File: src/rtl/calendar_set_ctrl.sv
// Setting-mode sequencer: conditions the set/next/up buttons, walks the
// field-select FSM, and generates the increment key, auto-repeat, inactivity
// timeout and display blink strobe.
module calendar_set_ctrl #(
  parameter logic [15:0] DEBOUNCE       = 16'd50000,
  parameter logic [31:0] HOLD_CYCLES    = 32'd25000000,
  parameter logic [31:0] REPEAT_CYCLES  = 32'd5000000,
  parameter logic [31:0] TIMEOUT_CYCLES = 32'd500000000,
  parameter logic [31:0] BLINK_CYCLES   = 32'd12500000
) (
  input  logic       clk,
  input  logic       rst_n,
  input  logic       btn_set,
  input  logic       btn_next,
  input  logic       btn_up,
  output logic       on_off,
  output logic [1:0] mode,
  output logic       key,
  output logic       blink
);

  localparam int BtnSet  = 0;
  localparam int BtnNext = 1;
  localparam int BtnUp   = 2;

  typedef enum logic [1:0] {StIdle, StF0, StF1, StF2} state_e;

  // Button conditioning
  logic [2:0]  btn_raw;
  logic [2:0]  sync1_q, sync2_q;
  logic [2:0]  db_q, db_dly_q;
  logic [15:0] db_cnt_q [3];
  logic [2:0]  press;

  assign btn_raw = {btn_up, btn_next, btn_set};
  // Only rising edges of the debounced level are events
  assign press   = db_q & ~db_dly_q;

  // Synchronise, then accept a level change after DEBOUNCE disagreeing cycles
  always_ff @(posedge clk or negedge rst_n) begin
    if (!rst_n) begin
      sync1_q  <= '0;
      sync2_q  <= '0;
      db_q     <= '0;
      db_dly_q <= '0;
      for (int i = 0; i < 3; i++) begin
        db_cnt_q[i] <= '0;
      end
    end else begin
      sync1_q  <= btn_raw;
      sync2_q  <= sync1_q;
      db_dly_q <= db_q;
      for (int i = 0; i < 3; i++) begin
        if (sync2_q[i] == db_q[i]) begin
          db_cnt_q[i] <= '0;
        end else if (db_cnt_q[i] == DEBOUNCE - 16'd1) begin
          db_q[i]     <= sync2_q[i];
          db_cnt_q[i] <= '0;
        end else begin
          db_cnt_q[i] <= db_cnt_q[i] + 16'd1;
        end
      end
    end
  end

  // Sequencer state
  state_e      state_q, state_d;
  logic [31:0] tmo_cnt_q, tmo_cnt_d;
  logic        rep_act_q, rep_act_d;
  logic        rep_first_q, rep_first_d;
  logic [31:0] rep_cnt_q, rep_cnt_d;
  logic [31:0] blink_cnt_q, blink_cnt_d;
  logic        blink_q, blink_d;
  logic        key_q, key_d;
  logic        on_off_q;
  logic [1:0]  mode_q, mode_d;
  logic        restart_blink;
  logic        tmo_expired;
  logic [31:0] rep_lim;
  logic        rep_fire;

  assign tmo_expired = (tmo_cnt_q == TIMEOUT_CYCLES - 32'd1);
  // First repeat waits the hold time, later ones use the repeat period
  assign rep_lim     = rep_first_q ? HOLD_CYCLES : REPEAT_CYCLES;
  assign rep_fire    = rep_act_q & db_q[BtnUp] & (rep_cnt_q == rep_lim - 32'd1);

  // Next state, key pulse, timeout and repeat bookkeeping; set > next > up
  always_comb begin
    state_d       = state_q;
    key_d         = 1'b0;
    tmo_cnt_d     = '0;
    rep_act_d     = 1'b0;
    rep_first_d   = rep_first_q;
    rep_cnt_d     = '0;
    restart_blink = 1'b0;
    unique case (state_q)
      StIdle: begin
        if (press[BtnSet]) begin
          state_d       = StF0;
          restart_blink = 1'b1;
        end
      end
      StF0, StF1, StF2: begin
        if (tmo_expired || press[BtnSet]) begin
          state_d = StIdle;
        end else if (press[BtnNext]) begin
          restart_blink = 1'b1;
          unique case (state_q)
            StF0:    state_d = StF1;
            StF1:    state_d = StF2;
            default: state_d = StF0;
          endcase
        end else if (press[BtnUp]) begin
          key_d       = 1'b1;
          rep_act_d   = 1'b1;
          rep_first_d = 1'b1;
        end else if (rep_fire) begin
          key_d       = 1'b1;
          rep_act_d   = 1'b1;
          rep_first_d = 1'b0;
        end else begin
          tmo_cnt_d = tmo_cnt_q + 32'd1;
          rep_act_d = rep_act_q & db_q[BtnUp];
          rep_cnt_d = rep_act_d ? rep_cnt_q + 32'd1 : 32'd0;
        end
      end
      default: state_d = StIdle;
    endcase
  end

  // Blink strobe runs only while setting; restarts high on entry and field change
  always_comb begin
    blink_d     = 1'b0;
    blink_cnt_d = '0;
    if (state_d != StIdle) begin
      if (restart_blink) begin
        blink_d = 1'b1;
      end else if (blink_cnt_q == BLINK_CYCLES - 32'd1) begin
        blink_d = ~blink_q;
      end else begin
        blink_d     = blink_q;
        blink_cnt_d = blink_cnt_q + 32'd1;
      end
    end
  end

  // Field select decode of the next state, registered below
  always_comb begin
    mode_d = 2'b00;
    unique case (state_d)
      StF1:    mode_d = 2'b01;
      StF2:    mode_d = 2'b10;
      default: mode_d = 2'b00;
    endcase
  end

  // State and registered outputs
  always_ff @(posedge clk or negedge rst_n) begin
    if (!rst_n) begin
      state_q     <= StIdle;
      tmo_cnt_q   <= '0;
      rep_act_q   <= 1'b0;
      rep_first_q <= 1'b0;
      rep_cnt_q   <= '0;
      blink_cnt_q <= '0;
      blink_q     <= 1'b0;
      key_q       <= 1'b0;
      on_off_q    <= 1'b0;
      mode_q      <= 2'b00;
    end else begin
      state_q     <= state_d;
      tmo_cnt_q   <= tmo_cnt_d;
      rep_act_q   <= rep_act_d;
      rep_first_q <= rep_first_d;
      rep_cnt_q   <= rep_cnt_d;
      blink_cnt_q <= blink_cnt_d;
      blink_q     <= blink_d;
      key_q       <= key_d;
      on_off_q    <= (state_d != StIdle);
      mode_q      <= mode_d;
    end
  end

  assign on_off = on_off_q;
  assign mode   = mode_q;
  assign key    = key_q;
  assign blink  = blink_q;

endmodule

File: config.mk
export PLATFORM = sky130hd
export DESIGN_NAME = calendar_set_ctrl
export DESIGN_NICKNAME = d
export VERILOG_FILES = /design/src/rtl/calendar_set_ctrl.sv
export SDC_FILE = /design/constraint.sdc
export NUM_CORES = 1
export LEC_CHECK = 0
export BUFFER_PORTS_ARGS = -buffer_cell sky130_fd_sc_hd__buf_2
export CORE_MARGIN = 3
export CORE_UTILIZATION = 55
export CTS_CLUSTER_DIAMETER = 100
export DETAILED_ROUTE_END_ITERATION = 10
export MAX_ROUTING_LAYER = met4
export PLACE_DENSITY = 0.71
export SLEW_MARGIN = 20
export SYNTH_ARGS = -nofsm -noshare
export SYNTH_HDL_FRONTEND = slang
export SYNTH_SLANG_ARGS = --single-unit
File: constraint.sdc
create_clock -name clk -period 5.7 [get_ports clk]
set_input_delay 0.285 -clock clk [delete_from_list [all_inputs] [get_ports clk]]
set_output_delay 0.285 -clock clk [all_outputs]
set_load 0.005 [all_outputs]
=== Word-level counts from Yosys, hierarchy flattened ===
Index checks and enable logic that the tools add are counted.

* ROM bits: 0
* Bits in registers: 165
* Bits in writable memories: 0
* Input port bits: 5
* Output and inout bits: 5
* Bits in latches: 0
* Memories: 0

* Reductions and logical operators: 9
* $lt $le $gt $ge: 0
* Bitwise operators: 10
* Add/subtract/negate cells: 7
* Mux-type cells: 46
* Equality and inequality tests: 15
* Shift-type cells: 0
* Divide/modulo/power cells: 0
* Multipliers: 0

{| class="wikitable"
|+ Operators by type and width
! operator !! count
|-
| $mux W32 || 14
|-
| $add A32 B1 Y32 const B || 3
|-
| $mux W16 || 6
|-
| $add A16 B1 Y16 const B || 3
|-
| $eq A16 B16 Y1 const B || 3
|-
| $eq A32 B24 Y1 const B || 1
|-
| $eq A32 B29 Y1 const B || 1
|-
| $eq A32 B32 Y1 || 1
|-
| $sub A25 B1 Y26 const B || 1
|-
| $mux W25 || 1
|-
| $mux W1 || 18
|-
| $pmux W2 S2 || 3
|-
| $eq A2 B2 Y1 const B || 4
|-
| $mux W2 || 3
|-
| $not A1 Y1 || 6
|-
| $reduce_and A2 Y1 || 3
|-
| $reduce_and A4 Y1 || 1
|-
| $reduce_bool A2 Y1 || 2
|-
| $and A3 B3 Y3 || 1
|-
| $eq A1 B1 Y1 || 3
|-
| $ne A3 B2 Y1 const B || 1
|-
| $not A3 Y3 || 1
|-
| $reduce_or A3 Y1 || 1
|-
| $and A1 B1 Y1 || 2
|-
| other kinds (4) || 4
|}

=== Logic depth before layout (Yosys ltp) ===
* Word-level depth: 9
* Depth in mapped cells: 8
* Depth with buffers taken out: 6

=== Least setup slack after synthesis ===
No wires, ideal clock.

* Path type: register to register
* From: register tmo_cnt_q[15]
* To: register blink_cnt_q[14]
* Buffers on the path: 1
* Arrival: 2.009 ns
* Stages on the path, launching flop included: 7
* Required time: 5.579 ns
* Library setup time: 0.121 ns
* Setup slack: 3.570 ns
* Path through: dfrtp_1 -> or4b_4 -> nor4_4 -> and2_4 -> mux2i_2 -> buf_2 -> nor2_1

* Cells in the longest elaborated chain, start to end: 6
* Elaborated cells on any way between the ends: 9

{| class="wikitable"
|+ RTL lines
! item !! line !! RTL
|-
| start: declaration || 68 || <nowiki>logic [31:0] tmo_cnt_q, tmo_cnt_d;</nowiki>
|-
| start signal: assignment || 172 || <nowiki>tmo_cnt_q <= tmo_cnt_d;</nowiki>
|-
| $eq A32 B29 Y1 (*) || 82 || <nowiki>assign tmo_expired = (tmo_cnt_q == TIMEOUT_CYCLES - 32'd1);</nowiki>
|-
| $logic_or A1 B1 Y1 (*) || 104 || <nowiki>if (tmo_expired || press[BtnSet]) begin</nowiki>
|-
| $mux W1 or $mux W2 (tied branches) || 104 ||
|-
| $pmux W1 S2 or $pmux W2 S2 (tied branches) || 96 || <nowiki>unique case (state_q)</nowiki>
|-
| $mux W32 or $reduce_bool A2 Y1 (tied branches) || 136, 135 ||
|-
| $mux W32 (*) || 135 || <nowiki>if (state_d != StIdle) begin</nowiki>
|-
| named net blink_cnt_d[14] || 72 || <nowiki>logic [31:0] blink_cnt_q, blink_cnt_d;</nowiki>
|-
| end signal: assignment || 176 || <nowiki>blink_cnt_q <= blink_cnt_d;</nowiki>
|-
| end: declaration || 72 ||
|}

The timed path passes the listed nets; every way through them passes the cells marked *.
A chain may end at the register's enable or synchronous reset.

=== Worst setup path after layout ===
* From: register tmo_cnt_q[0]
* To: register rep_cnt_q[19]

* Cells in the longest elaborated chain, start to end: 4

{| class="wikitable"
|+ RTL lines
! item !! line !! RTL
|-
| $eq A32 B29 Y1 || 82 ||
|-
| $logic_or A1 B1 Y1 || 104 ||
|-
| $mux W32 || 104 ||
|-
| $mux W32 || 96 ||
|-
| named net rep_cnt_d[19] || 71 || <nowiki>logic [31:0] rep_cnt_q, rep_cnt_d;</nowiki>
|-
| end signal: assignment || 175 || <nowiki>rep_cnt_q <= rep_cnt_d;</nowiki>
|-
| end: declaration || 71 ||
|}

The timed path passes the listed nets, and every way through them passes these cells.

==> summary.txt <==
Compound-Gate Fraction of Synth Area -> 1.261%
violation count after the first detailed-route iteration -> 500
critical path class -> flop to flop
Syn Area/Cell -> 10.08 um^2
Final #Nets -> 831
DP Worst Slack -> 2.812 ns
setup repair bufs after CTS -> 0
Final Setup Violations -> 0
syn nets -> 820
FF-to-FF End -> rep_cnt_q[19]
hold slack -> -0.04980 ns
Worst VDD drop -> 322.6 uV
sequential area share after synthesis -> 50.75%
TritonRoute pass-1 iters -> 5
CTS H-tree depth -> 4
initial antenna violation count -> 0
WP data required -> 6.02 ns
# clock sinks -> 165
Worst Max-Slew Pin Slew -> 1.002 ns
worst-skew pair later-pin latency -> 0.43 ns
multiplexer share of the synthesized area -> 0.5843%
unique cell type count in the Yosys netlist -> 51
Site Rows -> 43
RR Startpoint -> tmo_cnt_q[0]
worst setup path endpoint -> rep_cnt_q[19]
FF+latch area -> 0.004129 mm^2
Yosys Warn Count -> 0
CP Capture Type -> flop
cts repair resizes -> 0
Die Wd -> 127.6 um
Port Buffer Count -> 9
asr flop ratio synth -> 100.0%
CORE AREA -> 0.01415 mm^2
routability cong. -> 0.8800
Synth Cell Area -> 0.008137 mm^2
WL final -> 15380 um
clock skew -> 0.01215 ns
Hold Path Class -> primary input to async pin
result of the run -> complete, but fails checks
CTS tree -> done
gr usage total -> 20.97%
die area -> 0.01629 mm^2
fraction of layout cells with a size suffix above 1 -> 9.146%
Final period util -> 49.01%
CP startpoint kind -> flop
PD cells -> 266.5 mW/mm^2
Gate Count Post-Synth -> 807
Starting Density -> 57.50%
XOR/XNOR share of the synthesized area -> 14.64%
final global-route overflow total -> 0
Final Util -> 63.29%
Slew Viols, Final -> 0
Die Span Y -> 127.6 um
Clock Pin Slew Worst Setup and Hold Paths -> 0.06 ns
WP data arrival -> 3.11 ns
number of global-route vias before repair -> 5874
Final WS setup -> 2.906 ns
FF+latch count, synth -> 165
Post-Synth Adder-Cell Area -> 1.230%
ANT nets after route -> 0
clock buffer depth -> 2
Rel. slew slack -> 32.64%
fmax -> 358.0 MHz
post-synthesis simple-gate area fraction -> 28.91%
Max Cap Viol -> 0
cell area after layout -> 0.008955 mm^2
# diodes -> 0
Final HPWL DP -> 9890 um
EDFF count, synth -> 0
drt wl/cell -> 15.21 um
Ports -> 10
first-pass GRT wire length -> 27030 um
placed inst area -> 0.008287 mm^2
min Tclk post-route -> 2.794 ns
hold buffers post-CTS -> 3
largest net degree at the start of global routing -> 107
reg2reg path depth -> 6
area grow syn2layout -> 10.06%
setup TNS -> 0 ns
multi-input combinational cell area -> 0.003807 mm^2
CTS Buf Count -> 17
setup slack, reg-to-reg -> 2.91 ns
CP max FO -> 63
vias per inst -> 5.682
Fill cells -> 1123
via count -> 5744
RSZ-0062 raised after global routing -> no
combinational family with the most area after synthesis -> simple AND/OR/NAND/NOR gates
endpoints failing hold -> 42
Most used DFF post-synth -> dfrtp_1
Root Buffer -> clkbuf_16
Residual DRC -> 0
Worst Setup SP -> tmo_cnt_q[0]
failing checks -> negative hold slack
Leak -> 0.003567 uW
[layout make-up]
class / count / area share, %
multi-input combinational: 602 / 42.52
timing repair buffer: 15 / 1.383
sequential: 165 / 46.11
inverter: 17 / 0.7126
tap: 180 / 2.515
clock buffer: 18 / 4.793
clock inverter: 14 / 1.970
[flip-flops by register name (all words and copies together), names as in the netlist, 2 cells and up]
| name | flops |
|---|---|
| db_cnt_q | 48 |
| blink_cnt_q | 32 |
| rep_cnt_q | 32 |
| tmo_cnt_q | 32 |
| db_dly_q | 3 |
| db_q | 3 |
| sync1_q | 3 |
| sync2_q | 3 |
| mode | 2 |
| state_q | 2 |
[worst min path at each step]
| stage | endpoint | slack, ns | from | cells after the start |
|---|---|---|---|---|
| 3_3_place_gp | sync2_q[0] | 0.33 | sync1_q[0] | 0 |
| 2_1_floorplan | blink | -0.01 | rst_n | 0 |
| 6_report | tmo_cnt_q[24] | -0.05 | rst_n | 1 |
| 5_1_grt | tmo_cnt_q[24] | 0.03 | rst_n | 1 |
| 4_1_cts | tmo_cnt_q[24] | 0.009 | rst_n | 1 |
| 3_5_place_dp | sync2_q[0] | 0.33 | sync1_q[0] | 0 |
[cell usage in the layout, fill, tap and decap left out, types with 4 or more instances in the layout]
master,count
and2_1,6
or4_1,4
a21oi_1,6
xnor2_1,61
nand2b_1,5
nor4b_1,6
buf_2,8
or3_1,5
nor3_1,56
xor2_1,75
nor4_2,4
nand4_1,43
dfrtp_1,165
and4_1,7
nor3_2,12
ha_1,8
clkbuf_16,17
nor4_1,16
clkinv_4,4
nand2_1,52
and3_1,22
nand3_1,52
inv_1,17
nor2_1,126
[cell families (layout without fill, tap and decap cells)]
family,count (synthesis),after routing
and+or+nand+nor,439,439
DFF,165,165
xor gates and xnor gates,136,136
buffers and inverters,40,64
AOI/OAI and AO/OA,15,15
adders and majority gates,8,8
muxes,4,4
[Yosys cell counts, types with 12 or more instances]
cell type,number,area (um^2)
nor4_1,16,100.1
xnor2_1,61,534.3
and3_1,22,137.6
dfrtp_1,165,4129
xor2_1,75,656.9
nand3_1,52,260.3
nor2_1,126,473.0
nor3_2,12,120.1
nand4_1,43,269.0
inv_1,17,63.81
clkbuf_1,12,45.04
nand2_1,52,195.2
nor3_1,56,280.3
[routing by layer]
metal | wire (um) | track usage, % | vias up
met5 | 0 | - | -
met4 | 250 | 7.366 | 0
met3 | 453 | 5.017 | 27
met2 | 7626 | 33.76 | 80
met1 | 7045 | 26.16 | 2822
li1 | - | - | 2815
[stage by stage]
stage / total power (uW) / hold WS [ns] / std cells
finish: 2386 / -0.04980 / 1011
global route: 2470 / 0.03141 / 1011
CTS: 2408 / 0.008548 / 1010
detailed placement: 1246 / 0.3347 / 975
global placement: 1244 / 0.3319 / 975
floorplan: 1217 / -0.01059 / 807
[critical path: stages (launching register included)]
cell and delay, ns:
dfrtp_1 0.40, ha_1 0.26, nand4_1 0.13, nor4_1 0.10
a2111oi_0 0.84, nand2_4 0.57, nor3_1 0.37
[report_power, final]
part           internal [uW]  switching, uW
clock                    693            469
combinational           8.86           31.8
sequential              1180           5.48
(Power assumes the default switching activity.)
